[src/rtl/fft_bitrev_reader_if.sv]
// Signal bundle for the bit-reversed sample reader: control, RAM cache-read port and output stream.
// master = reader side, slave = the RAM/consumer side.
interface fft_bitrev_reader_if #(
  parameter int LOG2N  = 12,
  parameter int DATA_W = 16,
  parameter int OUT_W  = 32
) ();
  logic              start;
  logic              busy;
  logic              done;
  logic [11:0]       ram_rd_adr;
  logic              ram_rd_en;
  logic [DATA_W-1:0] ram_rd_data;
  logic [OUT_W-1:0]  m_data;
  logic [LOG2N-1:0]  m_idx;
  logic              m_valid;
  logic              m_ready;

  modport master (
    input  start,
    output busy,
    output done,
    output ram_rd_adr,
    output ram_rd_en,
    input  ram_rd_data,
    output m_data,
    output m_idx,
    output m_valid,
    input  m_ready
  );

  modport slave (
    output start,
    input  busy,
    input  done,
    input  ram_rd_adr,
    input  ram_rd_en,
    output ram_rd_data,
    input  m_data,
    input  m_idx,
    input  m_valid,
    output m_ready
  );
endinterface

[src/rtl/fft_bitrev_reader.sv]
// Streams one frame of RAM samples in bit-reversed address order as {sample, 0} complex beats.
// First beat 2 cycles after RUN entry, 1 beat/cycle; reads throttled so in-flight + buffered never exceeds 2.
module fft_bitrev_reader #(
  parameter int LOG2N  = 12,
  parameter int DATA_W = 16,
  parameter int OUT_W  = 32
) (
  input  logic                 clk,
  input  logic                 rst,
  fft_bitrev_reader_if.master  bus
);

  localparam logic [LOG2N-1:0] LAST = '1;

  typedef enum logic [1:0] {IDLE, RUN, DRAIN, DONE} state_t;

  state_t            state;
  state_t            state_nxt;
  logic [LOG2N-1:0]  icnt;
  logic [LOG2N-1:0]  ocnt;
  logic              rd_q;
  logic [1:0]        occ;
  logic [1:0]        occ_nxt;
  logic [DATA_W-1:0] ent0;
  logic [DATA_W-1:0] ent1;
  logic [DATA_W-1:0] ent0_nxt;
  logic [DATA_W-1:0] ent1_nxt;
  logic [2:0]        pend;
  logic              issue;
  logic              xfer;
  logic              m_valid_i;
  logic              busy_i;
  logic              done_i;
  logic [11:0]       adr;

  function automatic logic [LOG2N-1:0] bitrev(input logic [LOG2N-1:0] v);
    logic [LOG2N-1:0] r;
    for (int b = 0; b < LOG2N; b++) begin
      r[b] = v[LOG2N-1-b];
    end
    return r;
  endfunction

  assign m_valid_i = (occ != 2'd0);
  assign xfer      = m_valid_i & bus.m_ready;
  // A beat leaving this cycle frees its slot for a read issued in the same cycle.
  assign pend      = {2'b00, rd_q} + {1'b0, occ} - {2'b00, xfer};

  always_comb begin
    adr             = '0;
    adr[LOG2N-1:0]  = bitrev(icnt);
  end

  always_ff @(posedge clk or posedge rst) begin
    if (rst) begin
      state <= IDLE;
    end else begin
      state <= state_nxt;
    end
  end

  always_comb begin
    state_nxt = state;
    issue     = 1'b0;
    busy_i    = 1'b0;
    done_i    = 1'b0;
    case (state)
      IDLE: begin
        if (bus.start) begin
          state_nxt = RUN;
        end
      end
      RUN: begin
        busy_i = 1'b1;
        issue  = (pend < 3'd2);
        if (issue && (icnt == LAST)) begin
          state_nxt = DRAIN;
        end
      end
      DRAIN: begin
        busy_i = 1'b1;
        if (xfer && (ocnt == LAST)) begin
          state_nxt = DONE;
        end
      end
      DONE: begin
        done_i    = 1'b1;
        state_nxt = IDLE;
      end
      default: begin
        state_nxt = IDLE;
      end
    endcase
  end

  always_ff @(posedge clk or posedge rst) begin
    if (rst) begin
      icnt <= '0;
      ocnt <= '0;
      rd_q <= 1'b0;
    end else begin
      rd_q <= issue;
      if ((state == IDLE) && bus.start) begin
        icnt <= '0;
        ocnt <= '0;
      end else begin
        if (issue) begin
          icnt <= icnt + 1'b1;
        end
        if (xfer) begin
          ocnt <= ocnt + 1'b1;
        end
      end
    end
  end

  // Shift on transfer first, then drop the returning sample into the first free slot.
  always_comb begin
    ent0_nxt = ent0;
    ent1_nxt = ent1;
    occ_nxt  = occ;
    if (xfer) begin
      ent0_nxt = ent1;
      occ_nxt  = occ - 2'd1;
    end
    if (rd_q) begin
      if (occ_nxt == 2'd0) begin
        ent0_nxt = bus.ram_rd_data;
      end else begin
        ent1_nxt = bus.ram_rd_data;
      end
      occ_nxt = occ_nxt + 2'd1;
    end
  end

  always_ff @(posedge clk or posedge rst) begin
    if (rst) begin
      ent0 <= '0;
      ent1 <= '0;
      occ  <= 2'd0;
    end else begin
      ent0 <= ent0_nxt;
      ent1 <= ent1_nxt;
      occ  <= occ_nxt;
    end
  end

  assign bus.busy       = busy_i;
  assign bus.done       = done_i;
  assign bus.ram_rd_en  = issue;
  assign bus.ram_rd_adr = adr;
  assign bus.m_valid    = m_valid_i;
  assign bus.m_idx      = ocnt;
  assign bus.m_data     = {ent0, {(OUT_W-DATA_W){1'b0}}};

endmodule

[src/flat_wrapper.sv]
// flat-port wrapper written by rule: the top's interface ports become plain ports
module fft_bitrev_reader_flat 
#(
  parameter int LOG2N  = 12,
  parameter int DATA_W = 16,
  parameter int OUT_W  = 32
)
  (clk, rst, bus_start, bus_busy, bus_done, bus_ram_rd_adr, bus_ram_rd_en, bus_ram_rd_data, bus_m_data, bus_m_idx, bus_m_valid, bus_m_ready);
  fft_bitrev_reader_if #(.LOG2N(LOG2N), .DATA_W(DATA_W), .OUT_W(OUT_W)) bus_i ();
  input  logic clk;
  input  logic rst;
  input wire logic [$bits(bus_i.start)-1:0] bus_start;
  output wire logic [$bits(bus_i.busy)-1:0] bus_busy;
  output wire logic [$bits(bus_i.done)-1:0] bus_done;
  output wire logic [$bits(bus_i.ram_rd_adr)-1:0] bus_ram_rd_adr;
  output wire logic [$bits(bus_i.ram_rd_en)-1:0] bus_ram_rd_en;
  input wire logic [$bits(bus_i.ram_rd_data)-1:0] bus_ram_rd_data;
  output wire logic [$bits(bus_i.m_data)-1:0] bus_m_data;
  output wire logic [$bits(bus_i.m_idx)-1:0] bus_m_idx;
  output wire logic [$bits(bus_i.m_valid)-1:0] bus_m_valid;
  input wire logic [$bits(bus_i.m_ready)-1:0] bus_m_ready;
  assign bus_i.start = bus_start;
  assign bus_busy = bus_i.busy;
  assign bus_done = bus_i.done;
  assign bus_ram_rd_adr = bus_i.ram_rd_adr;
  assign bus_ram_rd_en = bus_i.ram_rd_en;
  assign bus_i.ram_rd_data = bus_ram_rd_data;
  assign bus_m_data = bus_i.m_data;
  assign bus_m_idx = bus_i.m_idx;
  assign bus_m_valid = bus_i.m_valid;
  assign bus_i.m_ready = bus_m_ready;
  fft_bitrev_reader #(.LOG2N(LOG2N), .DATA_W(DATA_W), .OUT_W(OUT_W)) u_core (.clk(clk), .rst(rst), .bus(bus_i));
endmodule
[config.mk]
export PLATFORM = sky130hd
export DESIGN_NAME = fft_bitrev_reader_flat
export DESIGN_NICKNAME = d
export VERILOG_FILES = /design/src/rtl/fft_bitrev_reader_if.sv /design/src/rtl/fft_bitrev_reader.sv /design/src/flat_wrapper.sv
export SDC_FILE = /design/constraint.sdc
export NUM_CORES = 1
export LEC_CHECK = 0
export BUFFER_PORTS_ARGS = -buffer_cell sky130_fd_sc_hd__buf_2
export CAP_MARGIN = 20
export CORE_MARGIN = 2
export CORE_UTILIZATION = 45
export CTS_CLUSTER_SIZE = 12
export DETAILED_ROUTE_END_ITERATION = 7
export GPL_TIMING_DRIVEN = 1
export PLACE_DENSITY_LB_ADDON = 0.3
export SLEW_MARGIN = 5
export SYNTH_ARGS = -nofsm -noshare
export SYNTH_HDL_FRONTEND = slang
export SYNTH_SLANG_ARGS = --single-unit
export TNS_END_PERCENT = 20
[constraint.sdc]
create_clock -name clk -period 6 [get_ports clk]
set_input_delay 0.9 -clock clk [delete_from_list [all_inputs] [get_ports clk]]
set_output_delay 0.9 -clock clk [all_outputs]
set_load 0.05 [all_outputs]
==> out/metrics.yaml, run 1 <==
die:
  fp.dieW_um: 86.3
  rows: 29
  core_um2: 6460
  io_pins: 80
  start_util: 0.472
  die_y_um: 86.3
  die_area_um2: 7450
sta:
  skew_ns: 0.00464
  max_slew_margin: 0.358
  finalHoldViolCount: 0
  timing.final.crit_share: 0.684
  tightest_slew_ns: 0.962
  fin_tns_setup_ns: 0
  slew_violations: 0
  setup_viol: 0
  rsz0062_at_grt: "no"
  period_needed_ns: 4.10
  clock.fmax_mhz: 244
global_route:
  antenna_found_initial: 0
  grt_pass1_wl_um: 9380
  grtUsageTotal: 0.162
  grt_pass1_vias: 2039
  grt_max_degree: 62
  grt_overflow: 0
critical_path:
  worstSetupEndpointType: "output port"
  cp-start-kind: "flop"
  crit_required_ns: 5.10
  path_class: "flop to output port"
  critPathMaxStageDelay_ns: 0.41
  slowest_stage: "dfrtp_1"
  crit_family: "buffers and inverters"
  worstPathArrival_ns: 3.20
  reg2reg_from: "u_core.occ[0]$_DFF_PP0_"
  r2r_slack_ns: 2.69
  crit_buf_inv: 3
  crit_path_frequent_cell: "xnor2_1"
  path_max_fanout: 27
  reg2reg_to: "u_core.state[1]$_DFFE_PP0P_"
  path_cells: "inv_1 > ha_1 > nor2b_4 > buf_4 > xnor2_1 > nand2b_1 > fa_1 > xnor2_1 > and3_1 > buf_2"
  rr_worst_depth: 12
yosys:
  ys_types: 33
  syn_inst: 284
  ys_ff_latch: 61
  syn_avg_cell_area_um2: 10.7
  yosysWarnings: 0
  syn_area_um2: 3050
  yosysSeqAreaShare: 0.501
outcome:
  outcome: "completed"
layout:
  antenna_cells: 0
  syn_to_final_growth_pct: 16.0
  mostFrequentLayoutCells: "63 x buf_2, 61 x dfrtp_1, 28 x nand2_1, 22 x o21ai_0, 21 x nor2_1"
  final_common_cell: "buf_2"
  drive_gt1_frac: 0.296
  n_fill_cell: 595
  num-nets-final: 376
  final_cells: 425
drt:
  ant_nets: 0
  drcViolationCount: 0
  vias_per_cell: 4.97
  wl_per_cell_um: 13.1
  vias: 2111
  drt_first_pass_iters: 4
  drt-initial-drc-count: 79
  finalWirelength_um: 5550
placed_design:
  port-buffer-count: 63
  placedCellCount: 412
  dpl.hpwl_um: 3790
  gp_congestion: 0.705
clock_tree:
  clock_path_buffers: 2
  cts_tree: "built"
  cts-root-buf: "clkbuf_8"
  cts_buffers: 9
  cts_sinks: 61
  cts_max_level: 3
  clk_pin_slew_worst_paths_ns: 0.06
  hold_buffers: 0
  insertion_delay_ns: 0.33
  ctsResizeCount: 0
  post-cts-setup-buffers: 0
power_and_ir_drop:
  ir_worst_vdd_mv: 0.332
  p_leak_nw: 1.70
  power_density_nw_per_um2: 574
worst_hold_path:
  min_to: "u_core.ent1[11]$_DFFE_PP0P_"
  min_from: "u_core.ent1[11]$_DFFE_PP0P_"
  hold_path.class: "flop to flop"
  holdPathStages: 1
run:
  maxCapViolations: 0
## flip-flops by register name, summed over array words and instances, names as in the netlist
register          cells
u_core.ent1          16
u_core.state          2
u_core.icnt          12
u_core.bus.m_idx     12
u_core.ent0          16
u_core.rd_q           1
u_core.occ            2
## power breakdown
part / switching, W / total [W] / internal [W]
Clock: 0.000143 / 0.000326 / 0.000183
Combinational: 0.000690 / 0.00100 / 0.000315
Sequential: 0.000121 / 0.000699 / 0.000578
Total: 0.000953 / 0.00203 / 0.00108
## layer usage
metal	GRT usage	wire length (um)	up-vias
met5	0	0	-
met4	0.0426	61	0
met3	0.0638	337	5
met2	0.263	2630	55
met1	0.204	2510	1004
li1	-	-	1047
## worst max path at each step
stage | from | end | slack [ns] | depth (start not counted)
after floorplan | bus_m_ready | bus_ram_rd_en | 2.30 | 8
after global placement | bus_m_ready | bus_ram_rd_en | 2.04 | 9
after detailed placement | bus_m_ready | bus_ram_rd_en | 1.94 | 9
after CTS | u_core.occ[0]$_DFF_PP0_ | bus_ram_rd_en | 1.84 | 10
after global routing | u_core.occ[0]$_DFF_PP0_ | bus_ram_rd_en | 1.64 | 10
final | u_core.occ[0]$_DFF_PP0_ | bus_ram_rd_en | 1.90 | 10
## Yosys cell counts
library cell / n / area share
ha_1: 9 / 0.037
nand4_2: 1 / 0.0041
mux2_2: 16 / 0.059
buf_2: 4 / 0.0066
mux2i_1: 18 / 0.059
dfrtp_1: 61 / 0.50
xnor2_1: 13 / 0.037
a21oi_1: 5 / 0.0082
nand3_2: 1 / 0.0033
fa_1: 1 / 0.0066
o21ai_0: 22 / 0.036
nand4_1: 9 / 0.018
nand3_4: 1 / 0.0057
nor3_1: 6 / 0.0099
and4b_1: 1 / 0.0033
clkbuf_1: 9 / 0.011
buf_4: 16 / 0.039
o41ai_2: 1 / 0.0053
xor2_1: 9 / 0.026
and2_1: 3 / 0.0062
or3_1: 4 / 0.0082
nand2b_1: 2 / 0.0041
and3_4: 1 / 0.0037
clkbuf_2: 1 / 0.0016
mux2_4: 1 / 0.0049
conb_1: 1 / 0.0012
nor2b_1: 3 / 0.0062
and3_1: 2 / 0.0041
nor2_1: 21 / 0.026
nand3_1: 5 / 0.0082
o31ai_2: 1 / 0.0041
inv_1: 8 / 0.0099
nand2_1: 28 / 0.034
## worst reg2reg max path, delay by kind of cell (launching register included)
family / cells / cell delay, ns
fa+ha+maj: 2 / 0.63
simple gates: 4 / 0.55
xor+xnor: 2 / 0.46
buf+inv: 2 / 0.42
flops: 1 / 0.41
compound gates: 1 / 0.39
mux: 1 / 0.31
## area by class of cell
type	instances	area, um^2	area share
inverter	8	30.0	0.00850
tap	77	96.3	0.0273
clock inverter	3	40.0	0.0113
clock buffer	10	128	0.0361
sequential	61	1530	0.432
timing repair buffer	66	338	0.0956
multi-input combinational	200	1380	0.389
## metrics by stage
stage	setup WS [ns]	total power [W]	hold slack (ns)	util	cell area, um^2
3_3_place_gp	2.04	0.00170	0.489	0.521	3370
4_1_cts	1.84	0.00206	0.511	0.547	3530
5_1_grt	1.64	0.00217	0.524	0.547	3530
3_5_place_dp	1.94	0.00172	0.496	0.521	3370
6_report	1.90	0.00203	0.506	0.547	3530
2_1_floorplan	2.30	0.00151	0.480	-	3100
## cell families after synthesis
kind of cell | Yosys count | synth area share
compound gates | 29 | 0.0538
xor+xnor | 22 | 0.0632
fa+ha+maj | 10 | 0.0435
buf+inv | 38 | 0.0686
flops | 61 | 0.501
mux | 35 | 0.123
other cells | 1 | 0.00123
simple gates | 88 | 0.146
(Power assumes the default switching activity.)
==> inputs of run 2 (changes only) <==
- clock period: 6 -> 3.8 ns (I/O delays scaled with it)
==> run 2 against run 1 <==
  * Setup slack lost 1.5 ns
  * Utilization is 0.50 points higher
  * Cell count is 0.94% higher
  * Critical path type unchanged
  * Clock power rose by 72%
  * Global-route usage is 0.84 points higher
  * Via count is 2.9% higher
  * Die area did not move
  * Final area up 0.92%
  * Critical path depth shrank 1
  * Register-to-register slack lost 1.8 ns
==> out/metrics.yaml, run 2 (same netlist as run 1, synthesis figures left out) <==
outcome:
  outcome: "completed"
drt:
  vias: 2172
  drt-initial-drc-count: 61
  finalWirelength_um: 5830
  drt_first_pass_iters: 4
  ant_nets: 0
  wl_met1_um: 2570
  wl_per_cell_um: 13.6
  vias_per_cell: 5.06
  route.met2.wl_um: 2860
  drcViolationCount: 0
  dr_wl_met3_um: 328
  top_layer: "met4"
clock_tree:
  hold_buffers: 0
  clk_pin_slew_worst_paths_ns: 0.06
  insertion_delay_ns: 0.33
  ctsResizeCount: 0
  cts_tree: "built"
  clock_path_buffers: 2
  cts-root-buf: "clkbuf_8"
  cts_sinks: 61
  cts_buffers: 9
  cts_max_level: 3
  post-cts-setup-buffers: 0
global_route:
  antenna_found_initial: 0
  grt_overflow: 0
  grt_pass1_wl_um: 9930
  grtUsageTotal: 0.170
  grt_pass1_vias: 2129
  grt_max_degree: 33
die:
  start_util: 0.472
  rows: 29
  fp.dieW_um: 86.3
  io_pins: 80
  die_y_um: 86.3
  die_area_um2: 7450
  core_um2: 6460
critical_path:
  reg2reg_to: "u_core.state[1]$_DFFE_PP0P_"
  worstPathArrival_ns: 2.78
  rr_worst_depth: 11
  cp-start-kind: "flop"
  reg2reg_from: "u_core.occ[0]$_DFF_PP0_"
  path_class: "flop to output port"
  crit_required_ns: 3.23
  r2r_slack_ns: 0.93
  path_max_fanout: 5
  worstSetupStartpoint: "u_core.occ[0]$_DFF_PP0_"
  worstSetupEndpointType: "output port"
  crit_end: "bus_ram_rd_en"
run:
  maxCapViolations: 0
power_and_ir_drop:
  power_density_nw_per_um2: 914
  p_leak_nw: 1.71
  ir_worst_vdd_mv: 0.554
worst_hold_path:
  hold_path.class: "input pin to asynchronous set/reset pin"
sta:
  clock.fmax_mhz: 298
  max_slew_margin: 0.387
  period_needed_ns: 3.35
  setup_viol: 0
  rsz0062_at_grt: "no"
  finalHoldViolCount: 0
  slew_violations: 0
  fin_ws_ns: 0.446
  timing.final.crit_share: 0.883
  fin_tns_setup_ns: 0
  tightest_slew_ns: 0.919
  skew_ns: 0.00374
placed_design:
  dpl_cell_area_um2: 3370
  gp_congestion: 0.740
  dp_slack_ns: 0.810
  port-buffer-count: 63
  dpl.hpwl_um: 3990
layout:
  antenna_cells: 0
  num-nets-final: 377
  mostFrequentLayoutCells: "63 x buf_2, 61 x dfrtp_1, 28 x nand2_1, 22 x o21ai_0, 21 x nor2_1"
  final_common_cell: "buf_2"
  syn_to_final_growth_pct: 17.0
  drive_gt1_frac: 0.301
  fin_area_um2: 3570
  biggestRegsByFlops: "u_core.ent0 (16), u_core.ent1 (16)"
-- run 2: cell count changes in the layout (fill, tap and decap cells not counted), sizes merged --
| cell | change |
|---|---|
| clkbuf | +2 |
| buf | +1 |
| clkinvlp | +1 |
-- run 2: worst max-delay path, cell delays in order (launching register included) --
cell and delay, ns:
dfrtp_1 0.41, inv_1 0.06, ha_1 0.24, nor2b_4 0.13
xnor2_1 0.09, nand2b_1 0.17, fa_1 0.38, xnor2_1 0.30
and3_1 0.34, buf_2 0.31
-- run 2: stage by stage --
step / total power (W) / cells / util / hold WS [ns]
floorplan: 0.00238 / 299 / - / 0.480
global placement: 0.00268 / 413 / 0.522 / 0.489
detailed placement: 0.00273 / 413 / 0.522 / 0.497
CTS: 0.00330 / 429 / 0.552 / 0.331
global route: 0.00350 / 429 / 0.552 / 0.357
finish: 0.00326 / 429 / 0.552 / 0.311
-- run 2: power by group --
group / total (W) / switching (W) / internal (W)
sequential: 0.00110 / 0.000188 / 0.000912
clock: 0.000562 / 0.000243 / 0.000319
combinational: 0.00160 / 0.00110 / 0.000502
-- run 2: cell type report --
| type | instances | area [um^2] |
|---|---|---|
| clock buffers | 12 | 145 |
| multi-input cells | 200 | 1380 |
| inverters | 8 | 30.0 |
| fillers | 581 | 2890 |
| well taps | 77 | 96.3 |
| clock inverters | 4 | 47.5 |
| repair buffers | 67 | 345 |
| flip-flops and latches | 61 | 1530 |
-- run 2: worst min path at each step --
stage | startpoint | to | slack, ns | cells after the start
2_1_floorplan | u_core.ent1[0]$_DFFE_PP0P_ | u_core.ent1[0]$_DFFE_PP0P_ | 0.48 | 1
4_1_cts | rst | u_core.icnt[4]$_DFFE_PP0P_ | 0.33 | 2
3_3_place_gp | u_core.ent1[9]$_DFFE_PP0P_ | u_core.ent1[9]$_DFFE_PP0P_ | 0.49 | 1
6_report | rst | u_core.icnt[0]$_DFFE_PP0P_ | 0.31 | 2
3_5_place_dp | u_core.ent1[2]$_DFFE_PP0P_ | u_core.ent1[2]$_DFFE_PP0P_ | 0.50 | 1
5_1_grt | rst | u_core.icnt[4]$_DFFE_PP0P_ | 0.36 | 2
-- run 2: routing by layer --
layer  GRT usage  vias to the layer above
li1            -                     1053
met1       0.204                     1053
met2       0.290                       57
met3      0.0571                        9
met4      0.0554                        0
met5           0                        -
==> inputs of run 3 (changes only) <==
- MAX_ROUTING_LAYER: unset -> met4
- PLACE_DENSITY_LB_ADDON: 0.3 -> 0.1
==> run 3 against run 2 <==
  * Critical path depth stayed put
  * Flip-flop and latch count stayed put
  * Maximum frequency up 1.4%
  * Routed wire length grew 1.2%
  * Clock skew is 0.0054 ns higher
  * Critical endpoint unchanged
  * First-iteration DRC count grew 85%
==> out/metrics.yaml, run 3 (same netlist as run 1, synthesis figures left out) <==
global_route:
  grt.met1_usage: 0.226
  use_met2: 0.279
  gr-usage-met3: 0.0514
  antenna_found_initial: 0
  grt_pass1_wl_um: 10100
  grt.busiest_layer: "met2"
  grt_pass1_vias: 2104
  grt_overflow: 0
  grt_max_degree: 51
  grtUsageTotal: 0.179
clock_tree:
  cts_buffers: 9
  cts_max_level: 3
  cts_sinks: 61
  post-cts-setup-buffers: 0
  ctsResizeCount: 0
  hold_buffers: 0
  clock_path_buffers: 2
  clk_pin_slew_worst_paths_ns: 0.08
  cts-root-buf: "clkbuf_8"
  cts_tree: "built"
  insertion_delay_ns: 0.34
layout:
  n_fill_cell: 594
  mostFrequentLayoutCells: "63 x buf_2, 61 x dfrtp_1, 28 x nand2_1, 22 x o21ai_0, 21 x nor2_1"
  biggestRegsByFlops: "u_core.ent0 (16), u_core.ent1 (16)"
  multi_input_area_um2: 1380
  final_common_cell: "buf_2"
  num-nets-final: 378
  drive_gt1_frac: 0.312
  final_cells: 430
  antenna_cells: 0
  syn_to_final_growth_pct: 18.8
  seq_area_um2: 1530
drt:
  vias: 2160
  drt_first_pass_iters: 4
  wl_per_cell_um: 13.7
  drcViolationCount: 0
  finalWirelength_um: 5910
  vias_per_cell: 5.02
  drt-initial-drc-count: 113
  ant_nets: 0
critical_path:
  crit_buf_inv: 2
  crit_required_ns: 3.23
  critPathMaxStageDelay_ns: 0.43
  cp-start-kind: "flop"
  crit_family: "simple AND/OR/NAND/NOR gates"
  worstSetupEndpointType: "output port"
  crit_path_frequent_cell: "xnor2_1"
  path_cells: "inv_1 > ha_1 > nor2b_4 > xnor2_1 > nand2b_1 > fa_1 > xnor2_1 > and3_1 > buf_2"
  path_max_fanout: 5
  path_class: "flop to output port"
  slowest_stage: "dfrtp_1"
  worstPathArrival_ns: 2.74
die:
  core_um2: 6460
  die_area_um2: 7450
  fp.dieW_um: 86.3
  rows: 29
  die_y_um: 86.3
  io_pins: 80
  start_util: 0.472
outcome:
  outcome: "completed"
power_and_ir_drop:
  ir_worst_vdd_mv: 0.448
  power_density_nw_per_um2: 923
  p_total_w: 0.00334
  p_leak_nw: 1.74
sta:
  timing.final.crit_share: 0.871
  skew_ns: 0.00911
  finalHoldViolCount: 0
  period_needed_ns: 3.31
  fin_ws_ns: 0.490
  rsz0062_at_grt: "no"
  slew_violations: 0
  tightest_slew_ns: 0.879
  max_slew_margin: 0.414
  fin_tns_setup_ns: 0
  clock.fmax_mhz: 302
  setup_viol: 0
placed_design:
  placedCellCount: 413
  gp_congestion: 0.758
  port-buffer-count: 63
  dpl.hpwl_um: 4050
  dp_slack_ns: 0.846
worst_hold_path:
  hold_path.class: "input pin to asynchronous set/reset pin"
run:
  maxCapViolations: 0
[run 3: final timing paths]
path                                            start                           to  slack (ns)  cells past startpoint
max in group asynchronous                         rst    u_core.ent0[13]$_DFF_PP0_        3.14                      3
hold reg to reg            u_core.ent1[6]$_DFFE_PP0P_   u_core.ent1[6]$_DFFE_PP0P_        0.51                      1
hold / removal                                    rst  u_core.state[0]$_DFFE_PP0P_        0.15                      2
setup / recovery              u_core.occ[1]$_DFF_PP0_                bus_ram_rd_en        0.49                      9
setup reg to reg              u_core.occ[1]$_DFF_PP0_  u_core.state[1]$_DFFE_PP0P_        0.96                     11
min in group clk                  bus_ram_rd_data[10]    u_core.ent0[10]$_DFF_PP0_        0.45                      3
[run 3: worst reg2reg max path: cells and delay by family (launching register included)]
| kind | cells | cell delay, ns |
|---|---|---|
| AO/OA/AOI/OAI | 1 | 0.36 |
| XOR/XNOR | 2 | 0.36 |
| adder cells (fa/ha/maj) | 2 | 0.61 |
| buffers and inverters | 1 | 0.07 |
| flip-flops | 1 | 0.43 |
| multiplexers | 1 | 0.32 |
| AND/OR/NAND/NOR | 4 | 0.57 |
[run 3: per-layer routing]
layer / vias to the layer above / part of all wire
met2: 48 / 0.49
met3: 5 / 0.042
met4: 0 / 0.012
met1: 1055 / 0.46
met5: - / 0
li1: 1052 / -
[run 3: stage by stage]
| step | util | area (um^2) | hold slack [ns] |
|---|---|---|---|
| detailed placement | 0.523 | 3380 | 0.498 |
| CTS | 0.558 | 3600 | 0.432 |
| floorplan | - | 3100 | 0.480 |
| global route | 0.561 | 3620 | 0.155 |
| global placement | 0.523 | 3380 | 0.489 |
| finish | 0.561 | 3620 | 0.154 |
[run 3: report_power, final]
group          switching, W  leakage, nW  internal, W
logic               0.00109        0.868     0.000505
clock network      0.000261        0.112     0.000386
registers          0.000187        0.755     0.000911
total               0.00154         1.74      0.00180
[run 3: final cells by class]
class | count | share of cell area
inverter | 8 | 0.00829
multi-input combinational | 200 | 0.381
clock inverter | 6 | 0.0238
clock buffer | 10 | 0.0380
sequential | 61 | 0.422
tap | 77 | 0.0266
timing repair buffer | 68 | 0.101
